===== src/rtl/iob_pwm_capture.sv =====
// PWM capture: measures period and high time of pwm_i in clk cycles
// and hands each completed measurement out on a valid/ready port.
module iob_pwm_capture #(
  parameter int CNT_W = 16
) (
  input  logic             clk,
  input  logic             rst,
  input  logic             en_i,
  input  logic             clr_i,
  input  logic             pwm_i,
  input  logic [CNT_W-1:0] timeout_i,
  output logic [CNT_W-1:0] period_o,
  output logic [CNT_W-1:0] high_o,
  output logic             valid_o,
  input  logic             ready_i,
  output logic             overrun_o,
  output logic             timeout_o
);

  typedef enum logic [1:0] {
    S_IDLE,
    S_ARM,
    S_HIGH,
    S_LOW
  } state_t;

  state_t           r_state;
  state_t           w_nxt;
  logic             r_s1;
  logic             r_s2;
  logic             r_p;
  logic [CNT_W-1:0] r_cnt;
  logic [CNT_W-1:0] r_hcnt;
  logic [CNT_W-1:0] r_per;
  logic [CNT_W-1:0] r_high;
  logic             r_valid;
  logic             r_ovr;
  logic             r_to;
  logic [CNT_W-1:0] w_cnt;
  logic [CNT_W-1:0] w_hcnt;
  logic             w_pub;
  logic             w_to;
  logic             w_rise;
  logic             w_fall;
  logic             w_lim;
  logic             w_ovset;
  logic             w_load;

  assign w_rise = r_s2 & ~r_p;
  assign w_fall = ~r_s2 & r_p;
  assign w_lim  = ((timeout_i != '0) && (r_cnt == timeout_i))
                || (r_cnt == '1);

  always_ff @(posedge clk) begin
    if (rst) r_state <= S_IDLE;
    else     r_state <= w_nxt;
  end

  // In HIGH the limit wins over a fall: a saturated high time can
  // never belong to a measurable period. In LOW a rise still counts.
  always_comb begin
    w_nxt  = r_state;
    w_cnt  = r_cnt;
    w_hcnt = r_hcnt;
    w_pub  = 1'b0;
    w_to   = 1'b0;
    if (!en_i) begin
      w_nxt = S_IDLE;
      w_cnt = '0;
    end else begin
      unique case (r_state)
        S_IDLE: w_nxt = S_ARM;
        S_ARM: begin
          if (w_rise) begin
            w_nxt = S_HIGH;
            w_cnt = CNT_W'(1);
          end
        end
        S_HIGH: begin
          if (w_lim) begin
            w_to  = 1'b1;
            w_nxt = S_ARM;
            w_cnt = '0;
          end else begin
            w_cnt = r_cnt + CNT_W'(1);
            if (w_fall) begin
              w_hcnt = r_cnt;
              w_nxt  = S_LOW;
            end
          end
        end
        S_LOW: begin
          if (w_rise) begin
            w_pub = 1'b1;
            w_cnt = CNT_W'(1);
            w_nxt = S_HIGH;
          end else if (w_lim) begin
            w_to  = 1'b1;
            w_nxt = S_ARM;
            w_cnt = '0;
          end else begin
            w_cnt = r_cnt + CNT_W'(1);
          end
        end
      endcase
    end
  end

  assign w_load  = w_pub & (~r_valid | ready_i);
  assign w_ovset = w_pub & r_valid & ~ready_i;

  always_ff @(posedge clk) begin
    if (rst) begin
      r_s1    <= 1'b0;
      r_s2    <= 1'b0;
      r_p     <= 1'b0;
      r_cnt   <= '0;
      r_hcnt  <= '0;
      r_per   <= '0;
      r_high  <= '0;
      r_valid <= 1'b0;
      r_ovr   <= 1'b0;
      r_to    <= 1'b0;
    end else begin
      r_s1   <= pwm_i;
      r_s2   <= r_s1;
      r_p    <= r_s2;
      r_cnt  <= w_cnt;
      r_hcnt <= w_hcnt;
      if (w_load) begin
        r_per   <= r_cnt;
        r_high  <= r_hcnt;
        r_valid <= 1'b1;
      end else if (r_valid && ready_i) begin
        r_valid <= 1'b0;
      end
      r_ovr <= w_ovset | (r_ovr & ~clr_i);
      r_to  <= w_to | (r_to & ~clr_i);
    end
  end

  assign period_o  = r_per;
  assign high_o    = r_high;
  assign valid_o   = r_valid;
  assign overrun_o = r_ovr;
  assign timeout_o = r_to;

endmodule


===== config.mk =====
export PLATFORM = sky130hd
export DESIGN_NAME = iob_pwm_capture
export DESIGN_NICKNAME = d
export VERILOG_FILES = /design/src/rtl/iob_pwm_capture.sv
export SDC_FILE = /design/constraint.sdc
export NUM_CORES = 1
export LEC_CHECK = 0
export CAP_MARGIN = 25
export CORE_MARGIN = 8
export CORE_UTILIZATION = 45
export CTS_CLUSTER_DIAMETER = 30
export DETAILED_ROUTE_END_ITERATION = 10
export GPL_ROUTABILITY_DRIVEN = 0
export HOLD_SLACK_MARGIN = 0.08
export PLACE_DENSITY = 0.66
export SLEW_MARGIN = 20
export SYNTH_ARGS = -nofsm -noshare
export SYNTH_HDL_FRONTEND = slang
export SYNTH_SLANG_ARGS = --single-unit

===== constraint.sdc =====
create_clock -name clk -period 4.5 [get_ports clk]
set_input_delay 0.9 -clock clk [delete_from_list [all_inputs] [get_ports clk]]
set_output_delay 0.9 -clock clk [all_outputs]
set_load 0.02 [all_outputs]

-- After elaboration in Yosys (flattened, before gate mapping)
Cells that the tools add are included.
Widths: inputs -> output; s select.
- add/subtract/negate cells: 1
- multiplexer cells: 19
- bitwise logic cells: 17
- equal/unequal tests: 8
- reduce and logical (&&, ||, !) cells: 11
- operators by type and width (operator ; number):
    $mux 16 ; 3
    $pmux 16 s3 ; 1
    $add 16x1->16 const B ; 1
    $eq 16x16->1 ; 1
    $eq 16x16->1 const B ; 1
    $reduce_bool 16->1 ; 1
    $mux 2 ; 5
    $mux 1 ; 8
    $pmux 2 s4 ; 1
    $and 1x1->1 ; 7
    $not 1->1 ; 7
    $ne 3x3->1 const B ; 2
    $eq 2x2->1 const B ; 2
    $reduce_and 4->1 ; 1
    $or 1x1->1 ; 3
    $reduce_and 3->1 ; 1
    $reduce_bool 3->1 ; 1
    $eq 2x1->1 const B ; 1
    $logic_and 1x1->1 ; 2
    $logic_not 2->1 ; 1
    $ne 2x2->1 const B ; 1
    $pmux 1 s2 ; 1
    $reduce_and 2->1 ; 1
    $reduce_bool 2->1 ; 1
    other kinds (2) ; 2
- input bits: 22
- output and inout bits: 35
- word-level logic and storage cells: 67
- register bits after elaboration: 72

-- Longest topological paths before layout
- depth in word-level cells: 8
- depth in mapped cells: 9
- gate-level depth less buffers: 7

-- Least setup slack after synthesis
No wires, ideal clock.
- path type: input to register
- from: input port timeout_i[5]
- to: register r_cnt[13]
- path buffers: 1
- cell stages on the path: 7
- setup slack: 2.150 ns
- setup time: 0.095 ns
- arrival: 2.255 ns
- required time: 4.405 ns
- cells stage by stage: nor4_1 -> nand4_1 -> and3_4 -> a2111oi_4 -> buf_4 -> nand2_1 -> o311ai_1
- cells in the longest elaborated chain, start to end: 6
- elaborated cells on any way between the ends: 7
- classes of those cells: 1 x eq/ne; 3 x mux; 3 x reduce/logical
- RTL lines (element ; RTL line ; RTL):
    start: declaration ; 11 ; input logic [CNT_W-1:0] timeout_i,
    $eq 16x16->1 or $reduce_bool 16->1 (tied branches) ; 51 ; assign w_lim = ((timeout_i != '0) && (r_cnt == timeout_i))
    $logic_and 1x1->1 (*) ; 51 ;
    $logic_or 1x1->1 (*) ; 52 ; || (r_cnt == '1);
    $mux 16 (*) ; 80, 97 ;
    $mux 16 ; 93 ; if (w_rise) begin
    $pmux 16 s3 (*) ; 71 ; unique case (r_state)
    end signal: assignment ; 128 ; r_cnt <= w_cnt;
    end: declaration ; 32 ; logic [CNT_W-1:0] r_cnt;
Every way passes the cells marked *; elsewhere a longest branch is shown, timed or not.
A chain may end at the register's enable or synchronous reset.

-- Worst setup path in the final report
- from: input port timeout_i[10]
- to: register r_cnt[13]
Same word-level chain as after synthesis.

==> out/metrics.cfg <==
[clock_tree]
cts.clk_slew.worst_paths_ns=0.07
cts_buffers=9
cts_tree=yes
cts_setup_buffers=0
cts-root-buf=clkbuf_8
postCtsHoldBufs=0
htree_num_levels=3
ctsResizeCount=0
cts_sinks=72
cts_max_path_buffers=2
insertion_delay_ns=0.34

[place]
postPlaceCellArea_sq_um=3800
io_buffers=56
dp_hpwl_microns=5260

[detailed_routing]
drc_errors=0
dr.pass1.iters=6
routed_via_density=4.99
ant_nets=0
wl_per_cell_microns=14.1
finalWirelength_microns=7400
drtIter0Drc=123
vias=2619

[final_layout]
final_common_cell=nand2_1
diodes=0
layout_common_cells=nand2_1, dfxtp_1, clkdlybuf4s50_1, a21oi_1, nand2b_1
multi_input_area_sq_um=1650
area_growth_pct=24.2
finalInstanceArea_sq_um=4020
nNetsFinal=444
fillCellCount=681
layout-drive-gt1-share=0.0610
seqCellArea_sq_um=1440

[global_route]
track_usage=0.153
grt_pass1_wl_microns=12300
grt-ovfl-total=0
antenna_found_initial=0
grt_pass1_vias=2460
grt_max_degree=72

[worst_setup_path]
crit_buf_inv=1
worstSetupStartpointType=primary input
crit_path_max_fanout=11
path_class=in2reg
max_stage_delay_ns=0.63
crit_cells=7
crit_arrival_ns=3.14
endpoint_kind=register
r2r_cells=8
worstPathRequired_ns=4.75
path_delay_family=simple AND/OR/NAND/NOR gates
slowest_stage=a2111oi_4
critical_path.cell_chain=clkdlybuf4s50_1 > nor4_1 > nand4_1 > and3_4 > a2111oi_4 > nand2_1 > o311ai_1

[logic_synthesis]
ys.flop_type=dfxtp_1
synth-async-reset-ratio=0
ys_ff_latch=72
synth.mux.area_fraction=0.0556
synthCells=377
synth-xor-area-share=0.0622
synth_fa_ha_area_frac=0.00386
netlist_area_sq_um=3240
ys_types=41
syn-num-nets=400
synth_top_family_by_area=simple AND/OR/NAND/NOR gates
synth-simple-area-share=0.282
yosysWarnings=0
synth-seq-area-share=0.445
synth-edff-count=0
synth_compound_area_frac=0.105
avgSynthCellArea_sq_um=8.59

[timing]
grt_setup_unrepaired=false
finalSetupTns_ns=0
max_freq_mhz=346
finClkSkew_ns=0.00871
max-slew-margin-rel=0.462
min_period_ns=2.89
max_slew.worst_pin.slew_ns=0.800
maxSlewViolCount=0
setup_viol=0
hold_viol_final=0
fin_crit_sh=0.642

[power_and_ir_drop]
ir_drop_uv=159
p_leak_nw=1.31
p_per_area_nw_per_um2=301

[floorplanning]
io_pins=57
die_w_microns=101
core_sq_um=7100
die_area_sq_um=10200
fp-row-count=31
dieHeight_microns=101
initial_core_util=0.456

[hold_path]
min_path_type=reg2reg
hold_depth=1

[flow_run]
drv_cap=0

[outcome]
outcome=finished, final reports clean

## power breakdown
part / total, W / switching [W] / leakage, nW / internal (W)
Clock: 0.000515 / 0.000228 / 0.0969 / 0.000287
Sequential: 0.000640 / 0.00000144 / 0.580 / 0.000638
Combinational: 0.0000534 / 0.0000242 / 0.634 / 0.0000292
Total: 0.00121 / 0.000253 / 1.31 / 0.000955
## stage by stage
step                power [W]  setup slack, ns  utilization  hold slack (ns)  std cells
global route          0.00125             1.42        0.567            0.463        525
finish                0.00121             1.61        0.567            0.437        525
global placement     0.000706             1.32        0.535            0.424        508
floorplan            0.000679             2.15            -            0.414        377
detailed placement   0.000706             1.26        0.535            0.424        508
CTS                   0.00122             1.62        0.563            0.442        524
## cell type report
class                           count  share of cell area
Clock buffer                       14              0.0404
Clock inverter                      2             0.00933
Inverter                            3             0.00280
Multi-Input combinational cell    276               0.411
Sequential cell                    72               0.358
Tap cell                           99              0.0308
Timing Repair Buffer               59               0.147
## cells by family after synthesis
logic type | after synthesis
xor+xnor | 23
simple gates | 177
fa+ha+maj | 1
buf+inv | 29
flops | 72
compound gates | 57
mux | 18
## synth_stat cells, types with 2 or more instances
| cell type | count | area (sq um) |
|---|---|---|
| nand2_1 | 83 | 312 |
| dfxtp_1 | 72 | 1440 |
| a21oi_1 | 42 | 210 |
| nand2b_1 | 35 | 219 |
| mux2i_1 | 18 | 180 |
| nor2_1 | 15 | 56.3 |
| clkbuf_1 | 14 | 52.6 |
| xor2_1 | 12 | 105 |
| xnor2_1 | 11 | 96.3 |
| buf_2 | 9 | 45.0 |
| nand3_1 | 9 | 45.0 |
| nor2b_1 | 7 | 43.8 |
| nor4_1 | 7 | 43.8 |
| nand4_1 | 5 | 31.3 |
| o21ai_0 | 5 | 25.0 |
| and3_1 | 3 | 18.8 |
| inv_1 | 3 | 11.3 |
| a211oi_1 | 2 | 15.0 |
| and3_4 | 2 | 22.5 |
| nand3b_1 | 2 | 15.0 |
## flip-flops by register name, summed over array words and instances (netlist names)
| signal | flops |
|---|---|
| r_cnt | 16 |
| r_state | 2 |
| r_s2 | 1 |
| timeout_o | 1 |
| period_o | 16 |
| r_hcnt | 16 |
| r_p | 1 |
| r_s1 | 1 |
| high_o | 16 |
| overrun_o | 1 |
| valid_o | 1 |
## layer usage
| layer | track usage | share of wire |
|---|---|---|
| met1 | 0.191 | 0.48 |
| met2 | 0.245 | 0.46 |
| met3 | 0.0373 | 0.045 |
| met4 | 0.0628 | 0.015 |
| met5 | 0 | 0 |
## final timing paths
| check | start | end | slack, ns |
|---|---|---|---|
| min reg2reg | r_s1$_SDFF_PP0_ | r_s2$_SDFF_PP0_ | 0.44 |
| max | timeout_i[10] | r_cnt[13]$_SDFFE_PP0P_ | 1.61 |
| max reg2reg | r_cnt[0]$_SDFFE_PP0P_ | r_hcnt[0]$_SDFFE_PP0P_ | 2.33 |
| min | r_s1$_SDFF_PP0_ | r_s2$_SDFF_PP0_ | 0.44 |
Note: power is estimated with default switching activity, not from simulation.
